**config.mk**
```make
export PLATFORM = sky130hd
export DESIGN_NAME = regfile_dump_reader_flat
export DESIGN_NICKNAME = d
export VERILOG_FILES = /design/src/rtl/regfile_dump_reader_pkg.sv /design/src/rtl/regfile_dump_reader_if.sv /design/src/rtl/regfile_read_sequencer.sv /design/src/rtl/regfile_dump_reader.sv /design/src/flat_wrapper.sv
export SDC_FILE = /design/constraint.sdc
export NUM_CORES = 1
export LEC_CHECK = 0
export CAP_MARGIN = 20
export CORE_ASPECT_RATIO = 0.6
export CORE_MARGIN = 2
export CORE_UTILIZATION = 44
export CTS_BUF_LIST = sky130_fd_sc_hd__clkbuf_4 sky130_fd_sc_hd__clkbuf_8
export CTS_CLUSTER_DIAMETER = 60
export DETAILED_ROUTE_END_ITERATION = 16
export PLACE_DENSITY = 0.82
export SYNTH_ARGS = -nofsm -noshare
export SYNTH_HDL_FRONTEND = slang
export SYNTH_HIERARCHICAL = 1
export SYNTH_SLANG_ARGS = --single-unit
```
**constraint.sdc**
```tcl
create_clock -name clk -period 2.1 [get_ports clk]
set_input_delay 0.21 -clock clk [delete_from_list [all_inputs] [get_ports clk]]
set_output_delay 0.21 -clock clk [all_outputs]
set_load 0.1 [all_outputs]
```
**src/rtl/regfile_dump_reader_pkg.sv**
```systemverilog
// regfile_dump_reader_pkg: register-file constants and dump reader state encoding,
// shared with the register file and other read-port masters.
package regfile_dump_reader_pkg;
   localparam int REG_ADDR_W = 4;
   localparam int REG_DATA_W = 32;
   localparam int NUM_REGS   = 16;
   localparam int PC_IDX     = 15;
   localparam int RD_LATENCY = 2;
   typedef enum logic [1:0] {S_IDLE, S_WAIT, S_PRESENT} state_t;
endpackage

```
**src/rtl/regfile_dump_reader_if.sv**
```systemverilog
// regfile_dump_reader_if: valid/ready stream carrying {index, data, last} dump words.
interface regfile_dump_reader_if #(
   parameter int ADDR_W = 4,
   parameter int DATA_W = 32
);
   logic              valid;
   logic              ready;
   logic [ADDR_W-1:0] index;
   logic [DATA_W-1:0] data;
   logic              last;
   modport master (output valid, index, data, last, input ready);
   modport slave (input valid, index, data, last, output ready);
endinterface

```
**src/rtl/regfile_read_sequencer.sv**
```systemverilog
// regfile_read_sequencer: read address register with modulo increment, read-latency
// countdown and last-index compare for sweeping the register file read port.
module regfile_read_sequencer
   import regfile_dump_reader_pkg::*;
#(
   parameter int ADDR_W       = REG_ADDR_W,
   parameter int READ_LATENCY = RD_LATENCY
) (
   input  logic              clk,
   input  logic              rst_n,
   input  logic              load,
   input  logic              advance,
   input  logic [ADDR_W-1:0] first_idx,
   input  logic [ADDR_W-1:0] last_idx,
   output logic [ADDR_W-1:0] a1,
   output logic              capture_now,
   output logic              at_last
);
   localparam int CNT_W = $clog2(READ_LATENCY + 1);
   logic [CNT_W-1:0]  cnt;
   logic [ADDR_W-1:0] last_q;
   always_ff @(posedge clk or negedge rst_n) begin
      if (!rst_n) begin
         a1     <= '0;
         last_q <= '0;
         cnt    <= '0;
      end else begin
         if (load) begin
            a1     <= first_idx;
            last_q <= last_idx;
         end else if (advance) begin
            a1 <= a1 + ADDR_W'(1);
         end
         cnt <= (load || advance) ? CNT_W'(READ_LATENCY) : (|cnt) ? cnt - CNT_W'(1) : cnt;
      end
   end
   // RD1 for the current A1 is valid on the edge where the countdown reaches 1
   assign capture_now = cnt == CNT_W'(1);
   assign at_last     = a1 == last_q;
endmodule

```
**src/rtl/regfile_dump_reader.sv**
```systemverilog
// regfile_dump_reader: sweeps a register index range over read port 1 and streams
// each captured word out as {index, data, last} on a valid/ready interface.
module regfile_dump_reader
   import regfile_dump_reader_pkg::*;
#(
   parameter int ADDR_W       = REG_ADDR_W,
   parameter int DATA_W       = REG_DATA_W,
   parameter int READ_LATENCY = RD_LATENCY
) (
   input  logic                    clk,
   input  logic                    rst_n,
   input  logic                    start,
   input  logic [ADDR_W-1:0]       first_idx,
   input  logic [ADDR_W-1:0]       last_idx,
   output logic [ADDR_W-1:0]       a1,
   input  logic [DATA_W-1:0]       rd1,
   regfile_dump_reader_if.master   out,
   output logic                    busy,
   output logic                    done
);
   state_t state, state_next;
   logic   load, capture, hs, advance, finish, capture_now, at_last;
   regfile_read_sequencer #(.ADDR_W(ADDR_W), .READ_LATENCY(READ_LATENCY)) u_seq (
      .clk         (clk),
      .rst_n       (rst_n),
      .load        (load),
      .advance     (advance),
      .first_idx   (first_idx),
      .last_idx    (last_idx),
      .a1          (a1),
      .capture_now (capture_now),
      .at_last     (at_last)
   );
   always_ff @(posedge clk or negedge rst_n) begin
      if (!rst_n) state <= S_IDLE;
      else        state <= state_next;
   end
   always_comb begin
      load       = state == S_IDLE && start;
      capture    = state == S_WAIT && capture_now;
      hs         = state == S_PRESENT && out.valid && out.ready;
      advance    = hs && !out.last;
      finish     = hs && out.last;
      state_next = load ? S_WAIT : capture ? S_PRESENT : advance ? S_WAIT : finish ? S_IDLE : state;
   end
   always_ff @(posedge clk or negedge rst_n) begin
      if (!rst_n) begin
         out.valid <= 1'b0;
         out.index <= '0;
         out.data  <= '0;
         out.last  <= 1'b0;
         busy      <= 1'b0;
         done      <= 1'b0;
      end else begin
         if (capture) begin
            out.valid <= 1'b1;
            out.index <= a1;
            out.data  <= rd1;
            out.last  <= at_last;
         end else if (hs) begin
            out.valid <= 1'b0;
         end
         busy <= load ? 1'b1 : finish ? 1'b0 : busy;
         done <= finish;
      end
   end
endmodule

```
**src/flat_wrapper.sv**
```systemverilog
// flat-port wrapper written by rule: the top's interface ports become plain ports
module regfile_dump_reader_flat import regfile_dump_reader_pkg::*;
#(
   parameter int ADDR_W       = REG_ADDR_W,
   parameter int DATA_W       = REG_DATA_W,
   parameter int READ_LATENCY = RD_LATENCY
)
  (clk, rst_n, start, first_idx, last_idx, a1, rd1, busy, done, out_valid, out_index, out_data, out_last, out_ready);
  regfile_dump_reader_if #(.ADDR_W(ADDR_W), .DATA_W(DATA_W)) out_i ();
  input  logic clk;
  input  logic rst_n;
  input  logic start;
  input  logic [ADDR_W-1:0] first_idx;
  input  logic [ADDR_W-1:0] last_idx;
  output logic [ADDR_W-1:0] a1;
  input  logic [DATA_W-1:0] rd1;
  output logic busy;
  output logic done;
  output wire logic [$bits(out_i.valid)-1:0] out_valid;
  output wire logic [$bits(out_i.index)-1:0] out_index;
  output wire logic [$bits(out_i.data)-1:0] out_data;
  output wire logic [$bits(out_i.last)-1:0] out_last;
  input wire logic [$bits(out_i.ready)-1:0] out_ready;
  assign out_valid = out_i.valid;
  assign out_index = out_i.index;
  assign out_data = out_i.data;
  assign out_last = out_i.last;
  assign out_i.ready = out_ready;
  regfile_dump_reader #(.ADDR_W(ADDR_W), .DATA_W(DATA_W), .READ_LATENCY(READ_LATENCY)) u_core (.clk(clk), .rst_n(rst_n), .start(start), .first_idx(first_idx), .last_idx(last_idx), .a1(a1), .rd1(rd1), .out(out_i), .busy(busy), .done(done));
endmodule
```
Yosys cells after proc, flatten, opt, wreduce, memory -nomap -nowiden

Index checks and enable logic that the tools add are counted.
W data, S select, Z words.

Register bits: 52
Latch bits: 0
RAM bits: 0
Bits in read-only memories: 0
Input port bits: 44
Word-level logic and storage cells: 43
Memories: 0

Add/subtract/negate cells: 2
Multipliers: 0
Divide/modulo/power cells: 0
Order comparisons: 0
Eq/ne operators: 4
Shifts and indexed selects: 0
Mux-type cells: 12
Bitwise logic cells: 0
Reduce and logical (&&, ||, !) cells: 15

Operator list:

| cell                  | count |
|---|---|
| $mux W2               | 6 |
| $mux W4               | 2 |
| $reduce_bool A2 Y1    | 4 |
| $logic_and A1 B1 Y1   | 6 |
| $add A4 B1 Y4 const B | 1 |
| $eq A2 B1 Y1 const B  | 2 |
| $eq A4 B4 Y1          | 1 |
| $mux W1               | 4 |
| $reduce_bool A4 Y1    | 1 |
| $eq A2 B2 Y1 const B  | 1 |
| $logic_not A2 Y1      | 1 |
| $reduce_or A2 Y1      | 1 |
| $sub A2 B1 Y2 const B | 1 |
| $logic_not A1 Y1      | 1 |
| $logic_or A1 B1 Y1    | 1 |

Longest topological paths before layout

Gate-level depths: netlist of run 1.

Depth after elaboration: 8
Mapped depth: 6
Gate-level depth less buffers: 5

By module

Netlist of run 1, hierarchy kept.

Modules (own cells, without submodules):

| module                 | times used | cells each | area each (um2) |
|---|---|---|---|
| regfile_dump_reader    | 1          | 99         | 1631.6 |
| regfile_read_sequencer | 1          | 44         | 519.2 |

Worst setup path after synthesis of run 1

Ideal clock, no wire load.

Path type: reg2reg
From: register u_core.out.valid
To: register u_core.u_seq.a1[3]
Setup time: 0.125 ns
Data arrival time: 2.075 ns
Slack: -0.100 ns
Stages on the path, launching flop included: 7
Path buffers: 1
Clock period less this slack: 2.200 ns
Cells stage by stage: dfrtp_1 -> nand4b_1 -> nor2_1 -> buf_6 -> nand4_2 -> xnor2_1 -> mux2_2

Longest elaborated chain between the ends: 4

RTL lines:

| what                                | line                         | text |
|---|---|---|
| start: declaration                  | regfile_dump_reader_if.sv:11 | `modport master (output valid, index, data, last, input ready);` |
| start signal: assignment            | regfile_dump_reader.sv:48    | `out.valid <= 1'b0;` |
| start signal: assignment            | regfile_dump_reader.sv:56    | `out.valid <= 1'b1;` |
| start signal: assignment            | regfile_dump_reader.sv:61    | `out.valid <= 1'b0;` |
| $logic_and A1 B1 Y1 (2 in a row)    | regfile_dump_reader.sv:41    | `hs = state == S_PRESENT && out.valid && out.ready;` |
| $logic_and A1 B1 Y1                 | regfile_dump_reader.sv:42    | `advance = hs && !out.last;` |
| named net u_core.advance            | regfile_dump_reader.sv:22    | `logic load, capture, hs, advance, finish, capture_now, at_last;` |
| $reduce_bool A2 Y1 (no source line) | --                           |  |
| end signal: assignment              | regfile_read_sequencer.sv:29 | `a1 <= first_idx;` |
| end signal: assignment              | regfile_read_sequencer.sv:32 | `a1 <= a1 + ADDR_W'(1);` |
| end: declaration                    | regfile_read_sequencer.sv:15 | `output logic [ADDR_W-1:0] a1,` |

The timed path passes the listed nets, and every way through them passes these cells.
A chain may end at the register's enable or synchronous reset.

Worst setup path in the final report of run 1

From: register u_core.state[1]
To: register u_core.u_seq.a1[3]

RTL lines:

| what                                          | line                      | text |
|---|---|---|
| start: declaration                            | regfile_dump_reader.sv:21 | `state_t state, state_next;` |
| start signal: assignment                      | regfile_dump_reader.sv:36 | `else state <= state_next;` |
| $logic_not A2 Y1 (*)                          | regfile_dump_reader.sv:39 | `load = state == S_IDLE && start;` |
| $logic_and A1 B1 Y1 (*)                       | regfile_dump_reader.sv:39 |  |
| named net u_core.load                         | regfile_dump_reader.sv:22 |  |
| $mux W4 or $reduce_bool A2 Y1 (tied branches) | --                        |  |

The timed path passes the listed nets; every way through them passes the cells marked *.

==> Implementation_results.wiki, run 1 <==
{| class="wikitable"
! Metric !! Value
|-
| Clock root buffer master || sky130_fd_sc_hd__clkbuf_8
|-
| Combined buffer and inverter count along the critical path || 0
|-
| Leading cell type in the layout, fill and taps excluded || sky130_fd_sc_hd__dfrtp_1
|-
| Crit path launch type || flop
|-
| Worst Setup Path Type || reg2reg
|-
| Rel. slew slack || 0.669
|-
| Sort of element at the end of the critical path || flop
|-
| DRC || 0
|-
| Result of the run || finished clean
|-
| Total via count after detailed routing || 1406
|-
| Maximum number of pins on one net before global-route repair || 32
|-
| Cts repair resizes || 0
|-
| Number of antenna violations at the first check in global routing || 0
|-
| Area enclosed by the die boundary || 5480 sq um
|-
| Leftover overflow at the end of global routing || 0
|-
| Floorplan row count || 19
|-
| Tmin final || 1590 ps
|-
| Number of nets in the layout || 282
|-
| Fraction of the core area covered by cells at the end of the flow || 0.665
|-
| Die width || 94.3 um
|-
| Syn Nets || 190
|-
| Worst slew pin tran || 496 ps
|-
| Minimum hold slack || 402 ps
|-
| Deepest level of the CTS H-tree || 2
|-
| Count of state elements after synthesis || 52
|-
| Final count of pins violating max slew || 0
|-
| Routability congestion estimate || 0.770
|-
| Highest Clock Rate || 0.628 GHz
|-
| Worst Path Required || 2280 ps
|-
| Routed length per instance || 14.3 um
|-
| Most used cells in the layout excluding fill and tap cells || sky130_fd_sc_hd__dfrtp_1 (51), sky130_fd_sc_hd__buf_4 (45), sky130_fd_sc_hd__clkdlybuf4s50_1 (42)
|-
| Antenna-violating nets left || 0
|-
| Final TNS setup || 0 ps
|-
| Sequential area share after synthesis || 0.605
|-
| Total clock sinks || 52
|-
| Clock latency on the worst-skew pair || 290 ps
|-
| Synth-to-layout area growth || 43.3%
|-
| Floorplan die height || 58.2 um
|-
| Setup Viol. Count Final || 0
|-
| Initial drt markers || 38
|-
| Distinct cells, synth || 26
|-
| Critical path's top delay family || simple AND/OR/NAND/NOR gates
|-
| Clock Tree Buf Depth || 2
|-
| Number of standard cells after synthesis || 143
|-
| Number of buffers created by CTS || 5
|-
| Critical Path AT || 1770 ps
|-
| Share of cells above drive strength 1 || 0.428
|-
| Number of max-cap violations || 0
|-
| Wirelength, routed || 4.27 mm
|-
| Synthesized-area fraction occupied by ao, oa, aoi and oai cells || 0.0175
|-
| Critical path's largest stage delay || 450 ps
|-
| Synthesized cell area || 2150 sq um
|-
| First drt pass iteration count || 4
|-
| Synthesized-area fraction occupied by and/or/nand/nor cells || 0.0582
|-
| Area of the core || 4640 sq um
|-
| Area taken by multi-input logic gates || 764 sq um
|-
| Avg Cell Area, Syn || 15.0 sq um
|-
| Global-route wire length before repair || 6.62 mm
|-
| Main combinational cell family by area after synthesis || multiplexers
|-
| Arithmetic-cell share of the synthesized area counting full adders, half adders and majority gates || 0.0175
|-
| Hold Path Class || in2async
|-
| Multiplexer share of the synthesized area || 0.230
|-
| Fillers || 382
|-
| Via count of the first global-routing pass || 1406
|-
| Post-place setup slack || 361 ps
|-
| RSZ-0062 raised after global routing || no
|-
| Number of ports placed on the die boundary || 88
|-
| Xor/xnor cell area share of the yosys netlist || 0.0326
|-
| Count of endpoints failing hold in the final timing report || 0
|-
| Post-detail-place hpwl || 3.15 mm
|-
| Cell breakdown of the critical path || and2b_2 -> and2b_1 -> mux2_2
|-
| Critical-path top delay cell || sky130_fd_sc_hd__dfrtp_1
|-
| Final Cycle Share || 0.758
|-
| Starting Density || 0.464
|-
| Sequential cell area in the final layout || 1300 sq um
|-
| Buffers added on ports || 87
|-
| Overall fraction of global-route tracks in use || 0.158
|-
| Clock slew at the register clock pins of the worst setup and hold paths || 90 ps
|-
| Synth warn || 6
|-
| Setup slack after layout || 508 ps
|-
| Setup skew after layout || 3.13 ps
|-
| TritonCTS clock tree || yes
|-
| Via/cell ratio || 4.70
|-
| ANT cells || 0
|-
| Biggest fanout along the worst timing path || 14
|}
[worst register-to-register path, stage by stage (launching register included)]
cell	delay (ps)
sky130_fd_sc_hd__dfrtp_1	450
sky130_fd_sc_hd__and2b_2	250
sky130_fd_sc_hd__and2b_1	400
sky130_fd_sc_hd__mux2_2	390
[through the flow]
stage / cell area (sq um) / std cells
6_report: 3080 / 299
5_1_grt: 3080 / 299
4_1_cts: 3080 / 299
3_5_place_dp: 2960 / 290
3_3_place_gp: 2960 / 290
2_1_floorplan: 2150 / 143
[registers in the layout (all words and copies together) (netlist names)]
register and cells:
u_core/u_seq/a1 4, u_core/u_seq/cnt 2, u_core/out.index 4, u_core/done 1, u_core/state 2, u_core/out.last 1
u_core/u_seq/last_q 4, u_core/busy 1, u_core/out.valid 1, u_core/out.data 32
[layer usage]
metal  global-route usage  share of wire  vias up
met1                0.229           0.50      675
met5                    0              0        -
met2                0.239           0.42       53
met3               0.0481          0.081        2
met4               0.0311         0.0023        0
li1                     -              -      676
[repair_timing]
action                                 4_1_cts  5_1_grt
hold buffers                                 1        0
endpoints found under the hold margin       21        0
buffers inserted                             0        0
[cells by family (layout without fill, tap and decap cells)]
group / count (synthesis) / count (layout)
flops: 52 / 52
fa+ha+maj: 3 / 3
buf+inv: 9 / 102
mux: 43 / 43
simple gates: 21 / 21
compound gates: 7 / 7
xor+xnor: 8 / 8
[synthesized netlist by cell type]
cell type                  count  share of area
sky130_fd_sc_hd__xor2_1        6          0.024
sky130_fd_sc_hd__and2b_1       1         0.0035
sky130_fd_sc_hd__ha_1          3          0.017
sky130_fd_sc_hd__nor2_1        3         0.0052
sky130_fd_sc_hd__nor4_1        1         0.0029
sky130_fd_sc_hd__nand3b_4      1         0.0093
sky130_fd_sc_hd__nand3_1       1         0.0023
sky130_fd_sc_hd__dfrtp_1      52           0.61
sky130_fd_sc_hd__o21ai_1       2         0.0047
sky130_fd_sc_hd__mux2_2       38           0.20
sky130_fd_sc_hd__clkbuf_8      4          0.026
sky130_fd_sc_hd__inv_1         3         0.0052
sky130_fd_sc_hd__buf_4         1         0.0035
sky130_fd_sc_hd__nand4_2       1         0.0058
sky130_fd_sc_hd__mux2i_1       1         0.0047
sky130_fd_sc_hd__nand2_1       9          0.016
sky130_fd_sc_hd__xnor2_1       2         0.0081
sky130_fd_sc_hd__buf_6         1         0.0052
sky130_fd_sc_hd__and2b_2       1         0.0041
sky130_fd_sc_hd__o211ai_1      1         0.0035
sky130_fd_sc_hd__nand2b_1      1         0.0029
sky130_fd_sc_hd__mux2_4        3          0.021
sky130_fd_sc_hd__o21ai_0       4         0.0093
sky130_fd_sc_hd__nor3_1        1         0.0023
sky130_fd_sc_hd__nand4b_1      1         0.0041
sky130_fd_sc_hd__mux2_1        1         0.0052
[path summary, 6_finish.rpt]
kind                                    start                 end  slack (ps)  cells past startpoint
min in group clk                 first_idx[2]  u_core/u_seq/a1[2]         480                      3
hold reg to reg            u_core/out.data[3]  u_core/out.data[3]         510                      1
setup reg to reg              u_core/state[1]  u_core/u_seq/a1[3]         510                      3
max in group asynchronous               rst_n    u_core/out.valid        1150                      3
setup / recovery              u_core/state[1]  u_core/u_seq/a1[3]         510                      3
hold / removal                          rst_n  u_core/out.data[4]         400                      2
[layout make-up]
| cell class | count | share of cell area |
|---|---|---|
| tap | 63 | 0.0256 |
| multi-input combinational | 82 | 0.248 |
| timing repair buffer | 91 | 0.264 |
| inverter | 3 | 0.00365 |
| clock buffer | 5 | 0.0223 |
| sequential | 52 | 0.423 |
| clock inverter | 3 | 0.0138 |
Power of run 1 is left out: the tool's default activity adds up to more than one toggle a clock period on the data nets, which glitch-free logic cannot reach.
==> run 2, diff against run 1 <==
clock period = 1.6 ns   (was 2.1 ns; I/O delays follow)
==> run 2 against run 1 <==
  * Via count is 5.0% higher
  * Global-route usage up 4.4 points
  * Utilization up 13 points
  * Wire length increased by 19%
  * Final area is 20% higher
  * Sequential cell count unchanged
  * Critical path depth grew 2
  * Clock skew up 10 ps
  * Fmax rose by 3.9%
  * Critical endpoint unchanged
==> Implementation_results.wiki, run 2 (synthesis gave the netlist of run 1 again) <==
{| class="wikitable"
! Metric !! Value
|-
| Buffers inserted during post-CTS setup optimization || 0 (unchanged)
|-
| Leftover overflow at the end of global routing || 0 (unchanged)
|-
| Cts repair resizes || 0 (unchanged)
|-
| Clock slew at the register clock pins of the worst setup and hold paths || 100 ps (about the same)
|-
| Worst Path Required || 1800 ps (-480 ps)
|-
| Routability congestion estimate || 0.761 (-1.2%)
|-
| Minimum hold slack || 354 ps (-48.5 ps)
|-
| Fraction of the core area covered by cells at the end of the flow || 0.798 (+0.133)
|-
| Starting Density || 0.464 (unchanged)
|-
| First drt pass iteration count || 4 (unchanged)
|-
| Via/cell ratio || 4.89 (+3.9%)
|-
| Rel. slew slack || 0.657 (-0.0118)
|-
| Routed length per instance || 16.9 um (+18%)
|-
| Clock root buffer master || sky130_fd_sc_hd__clkbuf_8
|-
| RSZ-0062 raised after global routing || no
|-
| Final Cycle Share || 0.957 (+0.199)
|-
| Floorplan row count || 19 (unchanged)
|-
| Number of nets in the layout || 285 (+1.1%)
|-
| Floorplan die height || 58.2 um (unchanged)
|-
| Number of flip-flops in the largest register || 32 (unchanged)
|-
| Share of cells above drive strength 1 || 0.448 (+0.0197)
|-
| # hold bufs at CTS || 1 (unchanged)
|-
| Total clock sinks || 52 (unchanged)
|-
| Number of antenna violations at the first check in global routing || 0 (unchanged)
|-
| Synth-to-layout area growth || 72.0%
|-
| Number of ports placed on the die boundary || 88 (unchanged)
|-
| Maximum number of pins on one net before global-route repair || 33 (+3.1%)
|-
| Die width || 94.3 um (unchanged)
|-
| Final TNS setup || 0 ps (unchanged)
|-
| Most used cells in the layout excluding fill and tap cells || sky130_fd_sc_hd__dfrtp_1 (48), sky130_fd_sc_hd__buf_12 (47), sky130_fd_sc_hd__clkdlybuf4s50_1 (42)
|-
| Critical path's largest stage delay || 450 ps (about the same)
|-
| DRC || 0 (unchanged)
|-
| Crit path launch type || flop
|-
| ANT cells || 0 (unchanged)
|-
| Result of the run || finished clean
|-
| Critical Path AT || 1730 ps (-40 ps)
|-
| Clock Tree Buf Depth || 2 (unchanged)
|-
| Tmin final || 1530 ps (-60.1 ps)
|-
| Setup skew after layout || 13.3 ps (+10.1 ps)
|-
| Area of the core || 4640 sq um (unchanged)
|-
| Final count of pins violating max slew || 0 (unchanged)
|-
| TritonCTS clock tree || yes
|-
| Biggest register || u_core/out.data
|-
| Overall fraction of global-route tracks in use || 0.202 (+0.0436)
|-
| Buffers added on ports || 87 (unchanged)
|-
| Leading cell type in the layout, fill and taps excluded || sky130_fd_sc_hd__dfrtp_1
|-
| Sort of element at the end of the critical path || flop
|-
| Clock latency on the worst-skew pair || 310 ps (+20 ps)
|-
| Via count of the first global-routing pass || 1650 (+17%)
|-
| Fillers || 277 (-27%)
|-
| Wirelength, routed || 5.11 mm (+19%)
|-
| Initial drt markers || 22 (-42%)
|-
| Count of endpoints failing hold in the final timing report || 0 (unchanged)
|-
| Setup slack after layout || 68.4 ps (-440 ps)
|-
| Number of buffers created by CTS || 5 (unchanged)
|-
| Worst slew pin tran || 514 ps (+17.8 ps)
|-
| Highest Clock Rate || 0.653 GHz (+3.9%)
|-
| Post-detail-place hpwl || 3.86 mm (+23%)
|-
| Setup Viol. Count Final || 0 (unchanged)
|-
| Deepest level of the CTS H-tree || 2 (unchanged)
|-
| Post-place setup slack || -28.0 ps (-389 ps)
|-
| Total via count after detailed routing || 1476 (+5.0%)
|-
| Area enclosed by the die boundary || 5480 sq um (unchanged)
|-
| Global-route wire length before repair || 8.25 mm (+25%)
|-
| Cell breakdown of the critical path || nand4b_1 -> nor2_1 -> nand4_2 -> xnor2_1 -> mux2_2
|-
| Critical-path top delay cell || sky130_fd_sc_hd__dfrtp_1
|-
| Hold Path Class || in2async
|-
| Number of max-cap violations || 0 (unchanged)
|-
| Biggest fanout along the worst timing path || 4 (-10)
|-
| Worst Setup Path Type || reg2reg
|-
| Antenna-violating nets left || 0 (unchanged)
|}
run 2: metrics by stage:
stage / std cells / instance area, sq um
3_3_place_gp: 293 / 3550
3_5_place_dp: 293 / 3550
6_report: 302 / 3700
4_1_cts: 302 / 3700
5_1_grt: 302 / 3700
2_1_floorplan: 143 / 2160
run 2: cell type report:
| cell class | count | area, sq um | area share |
|---|---|---|---|
| tap | 63 | 78.8 | 0.0213 |
| sequential | 52 | 1310 | 0.354 |
| clock inverter | 3 | 68.8 | 0.0186 |
| inverter | 3 | 11.3 | 0.00304 |
| clock buffer | 5 | 68.8 | 0.0186 |
| timing repair buffer | 94 | 1400 | 0.378 |
| multi-input combinational | 82 | 764 | 0.207 |
run 2: final timing paths:
check | start | cells after the start | to | slack [ps]
worst max-delay path | u_core/state[0] | 5 | u_core/u_seq/a1[3] | 70
min in group clk | first_idx[2] | 3 | u_core/u_seq/a1[2] | 400
worst min-delay path | rst_n | 2 | u_core/out.data[22] | 350
worst min register to register | u_core/u_seq/cnt[1] | 2 | u_core/u_seq/cnt[1] | 520
max in group asynchronous | rst_n | 3 | u_core/out.valid | 670
worst max register to register | u_core/state[0] | 5 | u_core/u_seq/a1[3] | 70
run 2: worst max-delay path: cells and delay by family (launching register included):
kind | cells | cell delay (ps)
flip-flops | 1 | 450
multiplexers | 1 | 260
AND/OR/NAND/NOR | 3 | 570
XOR/XNOR | 1 | 140
run 2: metal layers:
layer / global-route usage / up-vias / part of all wire
li1: - / 680 / -
met1: 0.263 / 729 / 0.45
met2: 0.314 / 63 / 0.45
met3: 0.0806 / 4 / 0.097
met4: 0.0621 / 0 / 0.0082
met5: 0 / - / 0
Power of run 2 is left out for the same reason.
